## src/rtl/mips_pkg.sv

```systemverilog
// Shared MIPS definitions: opcodes, instruction field positions and the
// fetch-stage state encoding used by instruction_fetch.
package mips_pkg;

  localparam logic [5:0]  OP_RTYPE  = 6'b000000;
  localparam logic [5:0]  OP_LW     = 6'b100011;
  localparam logic [5:0]  OP_SW     = 6'b101011;
  localparam logic [5:0]  OP_BEQ    = 6'b000100;
  localparam logic [31:0] NOP_INSTR = 32'h0000_0000;

  // Field bit positions within a 32-bit MIPS instruction word
  localparam int OPCODE_MSB = 31;
  localparam int OPCODE_LSB = 26;
  localparam int RS_MSB     = 25;
  localparam int RS_LSB     = 21;
  localparam int RT_MSB     = 20;
  localparam int RT_LSB     = 16;
  localparam int RD_MSB     = 15;
  localparam int RD_LSB     = 11;
  localparam int FUNCT_MSB  = 5;
  localparam int FUNCT_LSB  = 0;
  localparam int IMM_MSB    = 15;
  localparam int IMM_LSB    = 0;

  // Fetch sequencer states
  typedef enum logic [1:0] {
    S_BOOT = 2'd0,
    S_REQ  = 2'd1,
    S_HOLD = 2'd2
  } fetch_state_e;

endpackage

```

## src/rtl/fetch_pc_reg.sv

```systemverilog
// Program counter register: loads RESET_PC on reset, takes a branch
// redirect with highest priority, otherwise steps by 4 when told to advance.
module fetch_pc_reg
  import mips_pkg::*;
#(
  parameter int               XLEN     = 32,
  parameter logic [XLEN-1:0]  RESET_PC = '0
) (
  input  logic            clk,
  input  logic            rst,
  input  logic            advance,
  input  logic            redirect,
  input  logic [XLEN-1:0] target,
  output logic [XLEN-1:0] pc,
  output logic [XLEN-1:0] pc_plus4
);

  logic [XLEN-1:0] pc_q;
  logic [XLEN-1:0] pc_d;

  assign pc       = pc_q;
  assign pc_plus4 = pc_q + XLEN'(4);

  // Next PC: redirect beats sequential advance; wraps naturally at 2^XLEN
  always_comb begin
    pc_d = pc_q;
    if (redirect) begin
      pc_d = target;
    end else if (advance) begin
      pc_d = pc_plus4;
    end
  end

  // PC register with asynchronous reset to the boot vector
  always_ff @(posedge clk or posedge rst) begin
    if (rst) begin
      pc_q <= RESET_PC;
    end else begin
      pc_q <= pc_d;
    end
  end

endmodule

```

## src/rtl/instruction_fetch.sv

```systemverilog
// IF stage plus IF/ID pipeline register. Fetches one word per request,
// presents it with decoded fields, honours decode stall and branch flush.
// Optional macro IFETCH_SKID_EN adds a one-entry skid buffer so a word that
// returns while IF/ID is blocked is kept instead of being refetched.
module instruction_fetch
  import mips_pkg::*;
#(
  parameter int              XLEN     = 32,
  parameter logic [XLEN-1:0] RESET_PC = 32'h0000_0000
) (
  input  logic            clk,
  input  logic            rst,
  input  logic            stall,
  input  logic            branch_taken,
  input  logic [XLEN-1:0] branch_target,
  output logic            imem_req,
  output logic [XLEN-1:0] imem_addr,
  input  logic            imem_valid,
  input  logic [31:0]     imem_rdata,
  output logic            if_valid,
  output logic [31:0]     if_instr,
  output logic [XLEN-1:0] if_pc4,
  output logic [5:0]      if_opcode,
  output logic [4:0]      if_rs,
  output logic [4:0]      if_rt,
  output logic [4:0]      if_rd,
  output logic [5:0]      if_funct,
  output logic [15:0]     if_imm
);

  fetch_state_e    state_q, state_d;
  logic            if_valid_q, if_valid_d;
  logic [31:0]     if_instr_q, if_instr_d;
  logic [XLEN-1:0] if_pc4_q, if_pc4_d;
  logic            pc_advance;
  logic            pc_redirect;
  logic [XLEN-1:0] pc;
  logic [XLEN-1:0] pc_plus4;
  logic            load_ok;

`ifdef IFETCH_SKID_EN
  logic            skid_valid_q, skid_valid_d;
  logic [31:0]     skid_instr_q, skid_instr_d;
  logic [XLEN-1:0] skid_pc4_q, skid_pc4_d;
`endif

  fetch_pc_reg #(
    .XLEN     (XLEN),
    .RESET_PC (RESET_PC)
  ) u_pc (
    .clk      (clk),
    .rst      (rst),
    .advance  (pc_advance),
    .redirect (pc_redirect),
    .target   (branch_target),
    .pc       (pc),
    .pc_plus4 (pc_plus4)
  );

  // IF/ID can take a new word if it is empty or being consumed this cycle
  assign load_ok   = !if_valid_q || !stall;
  assign imem_req  = (state_q == S_REQ);
  assign imem_addr = pc;

  assign if_valid  = if_valid_q;
  assign if_instr  = if_instr_q;
  assign if_pc4    = if_pc4_q;
  assign if_opcode = if_instr_q[OPCODE_MSB:OPCODE_LSB];
  assign if_rs     = if_instr_q[RS_MSB:RS_LSB];
  assign if_rt     = if_instr_q[RT_MSB:RT_LSB];
  assign if_rd     = if_instr_q[RD_MSB:RD_LSB];
  assign if_funct  = if_instr_q[FUNCT_MSB:FUNCT_LSB];
  assign if_imm    = if_instr_q[IMM_MSB:IMM_LSB];

  // Fetch sequencing and IF/ID update; a taken branch overrides everything
  always_comb begin
    state_d     = state_q;
    if_valid_d  = if_valid_q;
    if_instr_d  = if_instr_q;
    if_pc4_d    = if_pc4_q;
    pc_advance  = 1'b0;
    pc_redirect = 1'b0;
`ifdef IFETCH_SKID_EN
    skid_valid_d = skid_valid_q;
    skid_instr_d = skid_instr_q;
    skid_pc4_d   = skid_pc4_q;
`endif
    if (branch_taken) begin
      if_valid_d  = 1'b0;
      if_instr_d  = NOP_INSTR;
      pc_redirect = 1'b1;
      state_d     = S_REQ;
`ifdef IFETCH_SKID_EN
      skid_valid_d = 1'b0;
`endif
    end else begin
      case (state_q)
        S_BOOT: begin
          if (!stall) if_valid_d = 1'b0;
          state_d = S_REQ;
        end
        S_REQ: begin
          if (imem_valid) begin
            if (load_ok) begin
              if_valid_d = 1'b1;
              if_instr_d = imem_rdata;
              if_pc4_d   = pc_plus4;
              pc_advance = 1'b1;
            end else begin
`ifdef IFETCH_SKID_EN
              skid_valid_d = 1'b1;
              skid_instr_d = imem_rdata;
              skid_pc4_d   = pc_plus4;
              pc_advance   = 1'b1;
`endif
              state_d = S_HOLD;
            end
          end else if (!stall) begin
            if_valid_d = 1'b0;
          end
        end
        S_HOLD: begin
          if (!stall) begin
            if_valid_d = 1'b0;
`ifdef IFETCH_SKID_EN
            if (skid_valid_q) begin
              if_valid_d = 1'b1;
              if_instr_d = skid_instr_q;
              if_pc4_d   = skid_pc4_q;
            end
            skid_valid_d = 1'b0;
`endif
            state_d = S_REQ;
          end
        end
        default: state_d = S_BOOT;
      endcase
    end
  end

  // State, IF/ID and skid registers with asynchronous reset
  always_ff @(posedge clk or posedge rst) begin
    if (rst) begin
      state_q    <= S_BOOT;
      if_valid_q <= 1'b0;
      if_instr_q <= NOP_INSTR;
      if_pc4_q   <= '0;
`ifdef IFETCH_SKID_EN
      skid_valid_q <= 1'b0;
      skid_instr_q <= NOP_INSTR;
      skid_pc4_q   <= '0;
`endif
    end else begin
      state_q    <= state_d;
      if_valid_q <= if_valid_d;
      if_instr_q <= if_instr_d;
      if_pc4_q   <= if_pc4_d;
`ifdef IFETCH_SKID_EN
      skid_valid_q <= skid_valid_d;
      skid_instr_q <= skid_instr_d;
      skid_pc4_q   <= skid_pc4_d;
`endif
    end
  end

endmodule
```

## config.mk

```make
export PLATFORM = sky130hd
export DESIGN_NAME = instruction_fetch
export DESIGN_NICKNAME = d
export VERILOG_FILES = /design/src/rtl/mips_pkg.sv /design/src/rtl/fetch_pc_reg.sv /design/src/rtl/instruction_fetch.sv
export SDC_FILE = /design/constraint.sdc
export NUM_CORES = 1
export LEC_CHECK = 0
export ABC_AREA = 1
export BUFFER_PORTS_ARGS = -buffer_cell sky130_fd_sc_hd__buf_2
export CAP_MARGIN = 20
export CORE_ASPECT_RATIO = 1.1
export CORE_MARGIN = 1.5
export CORE_UTILIZATION = 44
export DETAILED_ROUTE_END_ITERATION = 16
export MAX_ROUTING_LAYER = met4
export PLACE_DENSITY = 0.83
export SLEW_MARGIN = 10
export SYNTH_ARGS = -nofsm -noshare
export SYNTH_HDL_FRONTEND = slang
export SYNTH_SLANG_ARGS = --single-unit
```

## constraint.sdc

```tcl
create_clock -name clk -period 2.9 [get_ports clk]
set_input_delay 0.145 -clock clk [delete_from_list [all_inputs] [get_ports clk]]
set_output_delay 0.145 -clock clk [all_outputs]
set_load 0.02 [all_outputs]
```

==> results of run 1 <==
[flip-flops by register name (all words and copies together) (netlist names)]
register	flops
state_q	2
if_pc4	32
u_pc.pc	32
if_valid	1
if_instr	32
[power by group through the flow]
| stage | clock, mW | combinational, mW | sequential [mW] |
|---|---|---|---|
| 2_1_floorplan | 0 | 0.441 | 1.93 |
| 3_3_place_gp | 0 | 0.929 | 1.74 |
| 3_5_place_dp | 0 | 0.944 | 1.74 |
| 4_1_cts | 1.16 | 0.948 | 1.72 |
| 5_1_grt | 1.22 | 1.02 | 1.75 |
| 6_report | 1.14 | 0.936 | 1.72 |
[critical path: cells and delay by family, from the launching register on]
kind | cells | cell delay, ns
AND/OR/NAND/NOR | 3 | 0.60
buffers and inverters | 1 | 0.48
flip-flops | 1 | 0.42
AO/OA/AOI/OAI | 1 | 0.26
[routing by layer]
layer | vias up | share of wire (%) | track usage, %
li1 | 2136 | - | -
met1 | 2081 | 42 | 28.3
met2 | 174 | 49 | 38.7
met3 | 23 | 6.6 | 4.38
met4 | 0 | 2.5 | 10.1
met5 | - | 0 | -
[stage by stage]
stage / hold WS, ns / power (mW) / setup slack, ns
6_report: 0.0117 / 3.80 / 1.05
2_1_floorplan: 0.262 / 2.37 / 0.165
4_1_cts: 0.00340 / 3.83 / 1.03
3_5_place_dp: 0.319 / 2.69 / 1.03
5_1_grt: 0.0202 / 3.99 / 0.861
3_3_place_gp: 0.307 / 2.67 / 1.10
[Yosys cell counts, types with 3 or more instances]
cell type / n
nand3_1: 47
dfrtp_1: 99
nor2_1: 31
a22o_1: 32
a22oi_1: 14
and2_1: 4
buf_2: 9
o21ai_0: 5
nor2_2: 9
inv_1: 27
nand2_2: 3
buf_6: 6
nand3_2: 5
o21bai_1: 8
xnor2_1: 4
buf_4: 45
nand2_1: 201
clkbuf_1: 3
nor2_4: 5
[kinds of logic after synthesis]
family / Yosys count / share of synthesized area, %
buffers and inverters: 93 / 12.0
AO/OA/AOI/OAI: 61 / 9.99
flip-flops: 99 / 50.0
XOR/XNOR: 5 / 0.883
AND/OR/NAND/NOR: 308 / 26.9
adder cells (fa/ha/maj): 1 / 0.252
[area by class of cell]
class | instances | share of cell area, %
diodes | 4 | 0.165
clock buffers | 13 | 4.29
clock inverters | 3 | 0.371
multi-input cells | 375 | 31.1
repair buffers | 216 | 18.2
flip-flops and latches | 99 | 40.9
inverters | 29 | 1.96
well taps | 147 | 3.03
[path summary, 6_finish.rpt]
check / start / end / slack [ns] / depth (start not counted)
max: if_valid$_DFFE_PP0P_ / u_pc.pc[12]$_DFFE_PP0P_ / 1.05 / 5
min: branch_target[1] / u_pc.pc[1]$_DFFE_PP0P_ / 0.01 / 3
max reg2reg: if_valid$_DFFE_PP0P_ / u_pc.pc[12]$_DFFE_PP0P_ / 1.05 / 5
min reg2reg: if_pc4[9]$_DFFE_PP0P_ / if_pc4[9]$_DFFE_PP0P_ / 0.48 / 2
max in group asynchronous: rst / u_pc.pc[18]$_DFFE_PP0P_ / 1.63 / 4
min in group asynchronous: rst / if_instr[23]$_DFFE_PP0P_ / 0.47 / 3
[cell usage in the layout (no fill, tap or decap), types with 2 or more instances in the layout]
| cell | count |
|---|---|
| and2_1 | 4 |
| nand2_2 | 3 |
| dlygate4sd3_1 | 2 |
| clkbuf_1 | 2 |
| nand3_1 | 47 |
| clkbuf_8 | 2 |
| inv_1 | 26 |
| a22o_1 | 32 |
| nor2_4 | 5 |
| buf_2 | 209 |
| inv_4 | 2 |
| clkbuf_16 | 9 |
| a22oi_1 | 14 |
| clkinvlp_4 | 3 |
| nor2_2 | 9 |
| dfrtp_1 | 99 |
| nand2_1 | 201 |
| diode_2 | 4 |
| o21ai_0 | 5 |
| buf_4 | 5 |
| xnor2_1 | 4 |
| nor2_1 | 31 |
| nand3_2 | 5 |
| o21bai_1 | 8 |
==> results.md, run 1 <==
- Post-route setup TNS: 0 ns
- CTS Hold Buffers Added: 2
- Most used cell, CP: nand3_1
- Clock sink total: 99
- Pins Over Slew Limit: 0
- Flops & latches, synth: 99
- Tmin final: 1.85 ns
- EDFF count, synth: 0
- WP data arrival: 2.12 ns
- CP Class: reg2reg
- Clk_skew: 0.00510 ns
- Root Buffer: clkbuf_16
- Power Dens Cells: 626 mW/mm²
- TritonCTS clock tree: yes
- Largest net degree at the start of global routing: 63
- Largest stage delay, worst path: 0.48 ns
- Area of the multi-input gates: 0.00189 mm²
- Slew margin rel.: 52.3%
- Crit-path cells: a21oi_2 > nand2_4 > inv_6 > nand3_1 > nand3_1
- Mapped Avg Cell Area: 8.75 µm²
- Logic gate share of total power: 24.7%
- Total global routing overflow: 0
- Avg Vias per Cell: 4.98
- Worst EP required: 3.18 ns
- Finished Layout Cells: 886
- I/O Buffers: 209
- Chip Height: 114 µm
- Starting Density: 45.2%
- Primary FF master, synth: dfrtp_1
- Net Sw Power: 1.29 mW
- Core area: 0.0110 mm²
- CP Capture Type: flop
- Number of global-route vias before repair: 4165
- Total routed wirelength: 13.3 mm
- Clk slew on worst S/H paths: 0.07 ns
- Fin util: 55.3%
- RSZ-0062 raised after global routing: no
- Placed cell count: 864
- Synth cell types: 29
- Syn Inst Count: 567
- Synth area leader: dfrtp_1
- Gr usage total: 23.4%
- Max_cap viols: 0
- Layout area overhead: 22.3%
- Max Fclk: 0.542 GHz
- Clock Latency Late Sink: 0.34 ns
- Yosys synthesis warning count: 0
- Switching Share: 34.0%
- Initial DRC count: 268
- Peak VDD IR: 0.288 mV
- Seq/Total Area, Yosys: 50.0%
- Total CTS buffers: 9
- Sequential fraction of design power: 45.4%
- Post-route cell area: 0.00606 mm²
- Nets: 800
- I/O pin count: 210
- Vias post-DR: 4414
- Crit-path slowest cell: inv_6
- Int Pwr: 2.50 mW
- Slew @ Worst Pin: 0.715 ns
- Die X: 104 µm
- First-pass GRT wire length: 21.1 mm
- Post_cts resized: 0
- Synth top area share: 50.0%
- Hold Path Class: in2reg
- # DRC: 0
- GPL Wtd Cong: 0.917
- Outcome: completed
- Synth top area cells: dfrtp_1 (50%), nand2_1 (15%), buf_4 (6.8%)
- Layout cells sized above 1: 35.0%
- Antenna violations before repair: 4
- Filler cell count: 1043
- FFs w/ async S/R, synth: 100%
- CP Launch Type: flop
- Final Hold Fails: 0
- Net Count, Synth: 637
- Post-DP HPWL: 9.85 mm
- Clk network pwr share: 30.0%
- Endpoints failing setup: 0
- Die area: 0.0119 mm²
- H-tree levels: 3
- Num rows: 40
- Fin crit share: 63.6%
- Clock Path Buffers: 2
- Sequential Area: 0.00248 mm²
- Antenna-violating nets left: 0
- Netlist Area Pre-Place: 0.00496 mm²
- DP Area: 0.00575 mm²
- DRT Pass-1 Iters: 4
- CP max FO: 62
- Wire per inst: 15.0 µm
- Leakage Power: 3.36 nW
- Post-CTS Setup Inserts: 0
Note: power is estimated with default switching activity, not from simulation.
==> run 2: changes to the inputs <==
--- a/config.mk
+++ b/config.mk
@@ -10,10 +10,10 @@
 export CAP_MARGIN = 20
 export CORE_ASPECT_RATIO = 1.1
 export CORE_MARGIN = 1.5
-export CORE_UTILIZATION = 44
+export CORE_UTILIZATION = 45
 export DETAILED_ROUTE_END_ITERATION = 16
 export MAX_ROUTING_LAYER = met4
-export PLACE_DENSITY = 0.83
+export PLACE_DENSITY = 0.82
 export SLEW_MARGIN = 10
 export SYNTH_ARGS = -nofsm -noshare
 export SYNTH_HDL_FRONTEND = slang
==> constraint.sdc (replaced) <==
create_clock -name clk -period 1.7 [get_ports clk]
set_input_delay 0.085 -clock clk [delete_from_list [all_inputs] [get_ports clk]]
set_output_delay 0.085 -clock clk [all_outputs]
set_load 0.02 [all_outputs]
==> run 2 against run 1 <==
  * Utilization grew 7.1 points
  * Combinational power rose by 86%
  * Non-clock buffer count up 66
  * Hold slack lost 0.0071 ns
  * Total power increased by 74%
  * Setup slack worse by 0.90 ns
  * Count of clock-buffer cells in the layout grew 1
  * Cell count is 7.6% higher
  * Register-to-register slack worse by 0.90 ns
  * Critical path type unchanged
  * Largest cell class unchanged
  * Highest routed layer unchanged
==> results.md, run 2 (synthesized netlist as in run 1, its figures left out) <==
- First-pass GRT wire length: 22.7 mm
- Crit-path slowest cell: dfrtp_1
- Antenna violations before repair: 6
- Reg2reg setup slack: 0.16 ns
- CP Launch Type: flop
- Filler cell count: 954
- Core area: 0.0108 mm²
- CP Class: reg2reg
- TritonCTS clock tree: yes
- WP data arrival: 1.76 ns
- Total global routing overflow: 0
- Reg2reg end: u_pc.pc[16]$_DFFE_PP0P_
- Fin crit share: 90.7%
- Leakage Power: 3.67 nW
- H-tree levels: 3
- Clock sink total: 99
- Antenna-violating nets left: 0
- Clk_skew: 0.00694 ns
- Total routed wirelength: 14.2 mm
- Met1 GRT Util: 29.9%
- Power Dens Cells: 979 mW/mm²
- I/O Buffers: 209
- GPL Wtd Cong: 0.944
- CP max FO: 4
- Peak VDD IR: 0.547 mV
- Worst EP required: 1.92 ns
- Starting Density: 45.9%
- Root Buffer: clkbuf_16
- Gr usage total: 26.2%
- Largest net degree at the start of global routing: 100
- Wire per inst: 14.9 µm
- Crit-path cells: ha_1 > nand2_1 > nor2_4 > nand2_1 > nor2_2 > nand2_1 > nand3_1 > nand3_1
- Number of global-route vias before repair: 4626
- Commonest non-fill, non-tap cell in the layout: buf_2
- Most frequent cells in the layout: buf_2 (209), nand2_1 (201), dfrtp_1 (99), dlygate4sd3_1 (62), nand3_1 (47)
- Final hold slack: 0.00459 ns
- Worst Setup EP: u_pc.pc[16]$_DFFE_PP0P_
- Hold Path Class: in2reg
- Slew margin rel.: 64.9%
- Layout area overhead: 36.1%
- # DRC: 0
- DRT Pass-1 Iters: 4
- CP Capture Type: flop
- I/O pin count: 210
- Final Hold Fails: 0
- Avg Vias per Cell: 4.93
- RSZ-0062 raised after global routing: no
- Largest stage delay, worst path: 0.40 ns
- Post-layout total power: 6.60 mW
- Initial DRC count: 264
- Busiest grt layer: met2
- Clock Path Buffers: 2
- Die area: 0.0117 mm²
- Clk slew on worst S/H paths: 0.07 ns
- Num rows: 40
- Pins Over Slew Limit: 0
- Reg2reg path depth: 8
- Met2 usage: 44.0%
- Post-route setup TNS: 0 ns
- Max_cap viols: 0
- Reg2reg start: u_pc.pc[3]$_DFFE_PP0P_
- Hold Crit Start: branch_target[26]
- Total CTS buffers: 9
- Nets: 866
- Die X: 103 µm
- Clock Latency Late Sink: 0.34 ns
- Endpoints failing setup: 0
- Tmin final: 1.54 ns
- Layout cells sized above 1: 32.9%
- Post-CTS Setup Inserts: 0
- Vias post-DR: 4699
- Max Fclk: 0.649 GHz
- Met3 Track Usage GR: 5.44%
- Chip Height: 113 µm
- Most used cell, CP: nand2_1
- Outcome: completed
- Post-DP HPWL: 9.78 mm
- Crit path launch: u_pc.pc[3]$_DFFE_PP0P_
- Slew @ Worst Pin: 0.527 ns
[run 2: layout make-up]
| cell class | instances | area (µm²) | share of cell area, % |
|---|---|---|---|
| Antenna cell | 6 | 15.0 | 0.223 |
| Timing Repair Buffer | 282 | 1770 | 26.3 |
| Clock buffer | 14 | 274 | 4.06 |
| Sequential cell | 99 | 2480 | 36.7 |
| Inverter | 29 | 120 | 1.78 |
| Clock inverter | 1 | 7.51 | 0.111 |
| Multi-Input combinational cell | 375 | 1900 | 28.1 |
| Tap cell | 147 | 184 | 2.73 |
[run 2: routing by layer]
layer | wire length, µm | vias up | share of wire [%]
met4 | 358 | 0 | 2.5
li1 | - | 2266 | -
met3 | 996 | 30 | 7.0
met2 | 7200 | 199 | 51
met1 | 5610 | 2204 | 40
met5 | 0 | - | 0
[run 2: worst min-delay path by stage]
| stage | to | cells after the start |
|---|---|---|
| after floorplan | u_pc.pc[0]$_DFFE_PP0P_ | 2 |
| after global placement | if_instr[0]$_DFFE_PP0P_ | 3 |
| after detailed placement | if_instr[30]$_DFFE_PP0P_ | 3 |
| after CTS | u_pc.pc[19]$_DFFE_PP0P_ | 3 |
| after global routing | u_pc.pc[26]$_DFFE_PP0P_ | 3 |
| final | u_pc.pc[26]$_DFFE_PP0P_ | 3 |
[run 2: repair_timing]
action / in CTS / in global routing
hold buffers: 62 / 0
endpoints found under the hold margin: 160 / 0
endpoints found under the setup margin: 0 / 4
resized for setup: 0 / 2
[run 2: stage by stage]
| step | utilization, % | instances | instance area, µm² | worst slack (ns) |
|---|---|---|---|---|
| after CTS | 62.2 | 947 | 6730 | 0.145 |
| after global placement | 53.9 | 870 | 5820 | 0.227 |
| after detailed placement | 53.9 | 870 | 5820 | 0.163 |
| after floorplan | - | 567 | 4960 | 0.186 |
| after global routing | 62.4 | 953 | 6750 | 0.0133 |
| final | 62.4 | 953 | 6750 | 0.159 |
[run 2: where the power goes]
part | switching, mW | internal (mW) | leakage (nW) | total [mW]
logic | 1.09 | 0.656 | 2.27 | 1.74
registers | 0.264 | 2.66 | 1.26 | 2.92
clock network | 0.836 | 1.11 | 0.135 | 1.94
total | 2.19 | 4.42 | 3.67 | 6.60
[run 2: worst max-delay path, delay by kind of cell, from the launching register on]
family	cells	cell delay [ns]
AND/OR/NAND/NOR	7	0.84
flip-flops	1	0.40
adder cells (fa/ha/maj)	1	0.18
